[src/rtl/tick_watchdog.sv]
// Tick-driven watchdog: counts down a loaded timeout in prescaler ticks and raises a sticky irq on expiry.
// Optional build macro TICK_WDOG_AUTORELOAD_EN turns RUN expiry into a periodic reload.
module tick_watchdog #(
  parameter int CNT_W = 16
) (
  input  logic             clk,
  input  logic             rst_n,
  input  logic             tick,
  input  logic             start,
  input  logic             stop,
  input  logic             kick,
  input  logic [CNT_W-1:0] timeout_val,
  input  logic             irq_ack,
  output logic [CNT_W-1:0] remaining,
  output logic             busy,
  output logic             expired,
  output logic             irq,
  output logic             overrun
);

  typedef enum logic [1:0] {
    ST_IDLE    = 2'd0,
    ST_RUN     = 2'd1,
    ST_EXPIRED = 2'd2
  } state_e;

  localparam logic [CNT_W-1:0] ZERO = '0;
  localparam logic [CNT_W-1:0] ONE  = {{(CNT_W-1){1'b0}}, 1'b1};

  state_e           state_q, state_d;
  logic [CNT_W-1:0] remaining_d;
  logic             expiry_evt;
  logic             irq_d, overrun_d;
  logic             tv_zero;

  assign tv_zero = (timeout_val == ZERO);

  // Next-state and counter update; control priority is stop > start > kick > tick.
  always_comb begin
    // NOTE: every always_comb output gets a default first so no path can infer a latch.
    state_d     = state_q;
    remaining_d = remaining;
    expiry_evt  = 1'b0;

    unique case (state_q)
      ST_IDLE: begin
        if (stop) begin
          state_d     = ST_IDLE;
          remaining_d = ZERO;
        end else if (start) begin
          if (tv_zero) begin
            expiry_evt  = 1'b1;
            state_d     = ST_EXPIRED;
            remaining_d = ZERO;
          end else begin
            state_d     = ST_RUN;
            remaining_d = timeout_val;
          end
        end
      end

      ST_RUN: begin
        if (stop) begin
          state_d     = ST_IDLE;
          remaining_d = ZERO;
        end else if (start || kick) begin
          // A reload swallows any coincident tick.
          if (tv_zero) begin
            expiry_evt  = 1'b1;
            state_d     = ST_EXPIRED;
            remaining_d = ZERO;
          end else begin
            remaining_d = timeout_val;
          end
        end else if (tick) begin
          if (remaining > ONE) begin
            remaining_d = remaining - ONE;
          end else begin
            expiry_evt = 1'b1;
`ifdef TICK_WDOG_AUTORELOAD_EN
            // Periodic mode: reload and keep running unless the reload value is zero.
            if (tv_zero) begin
              state_d     = ST_EXPIRED;
              remaining_d = ZERO;
            end else begin
              state_d     = ST_RUN;
              remaining_d = timeout_val;
            end
`else
            state_d     = ST_EXPIRED;
            remaining_d = ZERO;
`endif
          end
        end
      end

      ST_EXPIRED: begin
        if (stop) begin
          state_d     = ST_IDLE;
          remaining_d = ZERO;
        end else if (start) begin
          if (tv_zero) begin
            expiry_evt  = 1'b1;
            state_d     = ST_EXPIRED;
            remaining_d = ZERO;
          end else begin
            state_d     = ST_RUN;
            remaining_d = timeout_val;
          end
        end
      end

      default: begin
        state_d     = ST_IDLE;
        remaining_d = ZERO;
      end
    endcase
  end

  // Sticky flags: a fresh expiry always wins over a coincident acknowledge.
  always_comb begin
    irq_d     = irq;
    overrun_d = overrun;
    if (expiry_evt) begin
      irq_d = 1'b1;
    end else if (irq_ack) begin
      irq_d = 1'b0;
    end
    if (expiry_evt && irq && !irq_ack) begin
      overrun_d = 1'b1;
    end else if (irq_ack) begin
      overrun_d = 1'b0;
    end
  end

  always_ff @(posedge clk or negedge rst_n) begin
    if (!rst_n) begin
      state_q   <= ST_IDLE;
      remaining <= ZERO;
      busy      <= 1'b0;
      expired   <= 1'b0;
      irq       <= 1'b0;
      overrun   <= 1'b0;
    end else begin
      // NOTE: sequential state uses non-blocking assignments so all registers update from pre-edge values.
      state_q   <= state_d;
      remaining <= remaining_d;
      busy      <= (state_d == ST_RUN);
      expired   <= (state_d == ST_EXPIRED);
      irq       <= irq_d;
      overrun   <= overrun_d;
    end
  end

endmodule

[config.mk]
export PLATFORM = sky130hd
export DESIGN_NAME = tick_watchdog
export DESIGN_NICKNAME = d
export VERILOG_FILES = /design/src/rtl/tick_watchdog.sv
export SDC_FILE = /design/constraint.sdc
export NUM_CORES = 1
export LEC_CHECK = 0
export ABC_AREA = 1
export CAP_MARGIN = 5
export CORE_MARGIN = 8
export CORE_UTILIZATION = 54
export DETAILED_ROUTE_END_ITERATION = 10
export HOLD_SLACK_MARGIN = 0.1
export PLACE_DENSITY = 0.95
export SLEW_MARGIN = 20
export SYNTH_ARGS = -nofsm -noshare
export SYNTH_HDL_FRONTEND = slang
export SYNTH_SLANG_ARGS = --single-unit
[constraint.sdc]
create_clock -name clk -period 2.6 [get_ports clk]
set_input_delay 0.52 -clock clk [delete_from_list [all_inputs] [get_ports clk]]
set_output_delay 0.52 -clock clk [all_outputs]
set_load 0.05 [all_outputs]
==> flow_metrics.tcl <==
set metrics [dict create \
    status "finished, final reports clean" \
    slowest_delay_ns 0.84 \
    crit_slowest_cell "clkdlybuf4s50_1" \
    worst_pin_slew_ns 0.534 \
    avgSynthCellArea_um2 5.83 \
    routedWlPerCell_um 12.9 \
    io_pins 43 \
    numCtsBuffers 3 \
    remaining_drc_errors 0 \
    ys_ff_latch 22 \
    max_freq_mhz 461 \
    arrival_ns 1.65 \
    power.share.sequential_pct 33.4 \
    grt_max_degree 23 \
    syn-num-nets 337 \
    r2r_end "irq" \
    dp_hpwl_mm 3.94 \
    antenna_left 0 \
    ys_types 29 \
    first_iter_violations 151 \
    dieHeight_um 74.0 \
    wirelength_mm 5.19 \
    p_int_w 0.000732 \
    rsz0062_at_grt "no" \
    viasPerCell 5.31 \
    leakage_nw 1.18 \
    cp_top_family "buffers and inverters" \
    clk_latency_ns 0.32 \
    initial_core_util_pct 55.4 \
    pwr-share-clk_pct 21.2 \
    rr_worst_depth 9 \
    die_x_um 74.0 \
    clock-root-buffer "clkbuf_4" \
    swShare_pct 42.3 \
    setup_slack_ns 0.430 \
    grt_antenna_before_repair 0 \
    hold_viol 0 \
    r2r_start "remaining[0]" \
    synth_warnings 0 \
    grt_pass1_wl_mm 8.41 \
    firstDrtPassIters 5 \
    drv_slew 0 \
    mappedNetlistArea_mm2 0.00182 \
    rows 21 \
    path_class "reg -> out" \
    clk_pin_slew_ns 0.13 \
    postCtsSetupRepairBufs 0 \
    seq_area_frac_synth_pct 30.3 \
    grt_pass1_vias 1910 \
    combPwrFrac_pct 45.4 \
    area_growth_pct 29.0 \
    relSlewSlack_pct 64.3 \
    synth_ff_type "dfrtp_1" \
    powerDensity_mw_per_mm2 541 \
    fin_crit_sh_pct 83.5 \
    fin_area_mm2 0.00234 \
    clockBufferDepth 2 \
    htreeDepth 1 \
    critical_path_depth 1 \
    start_kind "flip-flop" \
    post-route-util_pct 71.4 \
    worstPathCellList "clkdlybuf4s50_1" \
    synth_edf_count 0 \
    required_ns 2.08 \
    cts_num_sinks 22 \
    async_flop_share_pct 100 \
    drive_above_1_share_pct 5.62 \
    startpoint "remaining[15]" \
    pre_cts_ws_ns 0.332 \
    gp_congestion 0.937 \
    port_buffers 42 \
    cts_tree "done" \
    dpl_cell_area_mm2 0.00229 \
    finClkSkew_ns 0.00255 \
    core-area_mm2 0.00328 \
    postSynthCellCount 312 \
    fin_setup_tns_ns 0 \
    critPathMaxFanout 5 \
    layout_min_cycle_time_ns 2.17 \
    peakVddDrop_mv 0.278 \
    hp-class "reg -> reg" \
    cts_hold_buf 0 \
    endpoint_kind "primary output" \
    vias 2134 \
    die_area_mm2 0.00548 \
    diodes 0 \
    grt-ovfl-total 0 \
    maxCapViolCount 0 \
    finalSetupViolCount 0 \
    reg2reg_slack_ns 0.78 \
    critPathCapture "remaining[15]" \
    switching_power_w 0.000536 \
    crit_buf_inv 1 \
    cts_resized 0 \
    holdWs_ns 0.493 \
    final_net_count 382 \
    grt_usage_pct 19.3 \
]
[layer usage]
metal	up-vias	wire, um	track usage [%]
met5	-	0	0
met1	975	2160	23.8
met2	99	2540	33.1
li1	1051	-	-
met4	0	85	7.10
met3	9	408	2.43
[sequential cells by signal (all words and copies together) (netlist names)]
signal and flops:
irq 1, remaining 16, overrun 1, state_q 2
expired 1, busy 1
[logic make-up (layout without fill, tap and decap cells)]
| group | count (synthesis) | after routing | share of synthesized area, % |
|---|---|---|---|
| xor+xnor | 4 | 4 | 1.93 |
| buf+inv | 31 | 75 | 7.23 |
| flops | 22 | 22 | 30.3 |
| simple gates | 236 | 236 | 52.8 |
| compound gates | 17 | 17 | 6.40 |
| fa+ha+maj | 2 | 2 | 1.38 |
[placed cells by master (no fill, tap or decap), drive strengths merged]
cell / count
and3: 1
a21boi: 1
clkbuf: 3
nand2: 139
or2: 4
and2: 1
nor3: 3
o32ai: 1
xnor2: 1
nand3: 22
nor2: 63
o21bai: 1
xor2: 3
clkdlybuf4s50: 42
nand4: 1
buf: 5
bufinv: 1
nand3b: 2
dfrtp: 22
inv: 24
ha: 2
o21ai: 14
[synth_stat cells, drive strengths merged (3+ instances only)]
cell	instances	share of area (%)
buf	5	1.9
nor3	3	0.83
nand2	139	29
dfrtp	22	30
o21ai	14	4.1
inv	24	5.0
nand3	22	6.3
xor2	3	1.4
nor2	63	14
or2	4	1.4
[power groups by stage]
| stage | Combinational, W | Sequential, W | Clock [W] |
|---|---|---|---|
| global route | 0.000630 | 0.000429 | 0.000281 |
| finish | 0.000576 | 0.000424 | 0.000269 |
| global placement | 0.000557 | 0.000428 | 0 |
| CTS | 0.000571 | 0.000423 | 0.000271 |
| detailed placement | 0.000567 | 0.000429 | 0 |
| floorplan | 0.000275 | 0.000534 | 0 |
[worst min-delay path by stage]
stage	startpoint	to	slack, ns	cells after the start
finish	overrun	overrun	0.49	2
detailed placement	overrun	overrun	0.46	2
CTS	overrun	overrun	0.50	2
floorplan	rst_n	busy	0.22	0
global route	overrun	overrun	0.52	2
global placement	overrun	overrun	0.46	2
[per-stage QoR]
stage	total power, W	cells
final	0.00127	402
after global placement	0.000985	398
after CTS	0.00126	402
after detailed placement	0.000997	398
after floorplan	0.000809	312
after global routing	0.00134	402
[cell type report]
cell class                 instances  area [um^2]
clock inverter                     1         30.0
timing repair buffer              47          458
inverter                          24         90.1
tap                               46         57.6
clock buffer                       3         22.5
sequential                        22          551
multi-input combinational        259         1140
fill                             273          940
No activity file was read; power rests on OpenSTA's default activity.
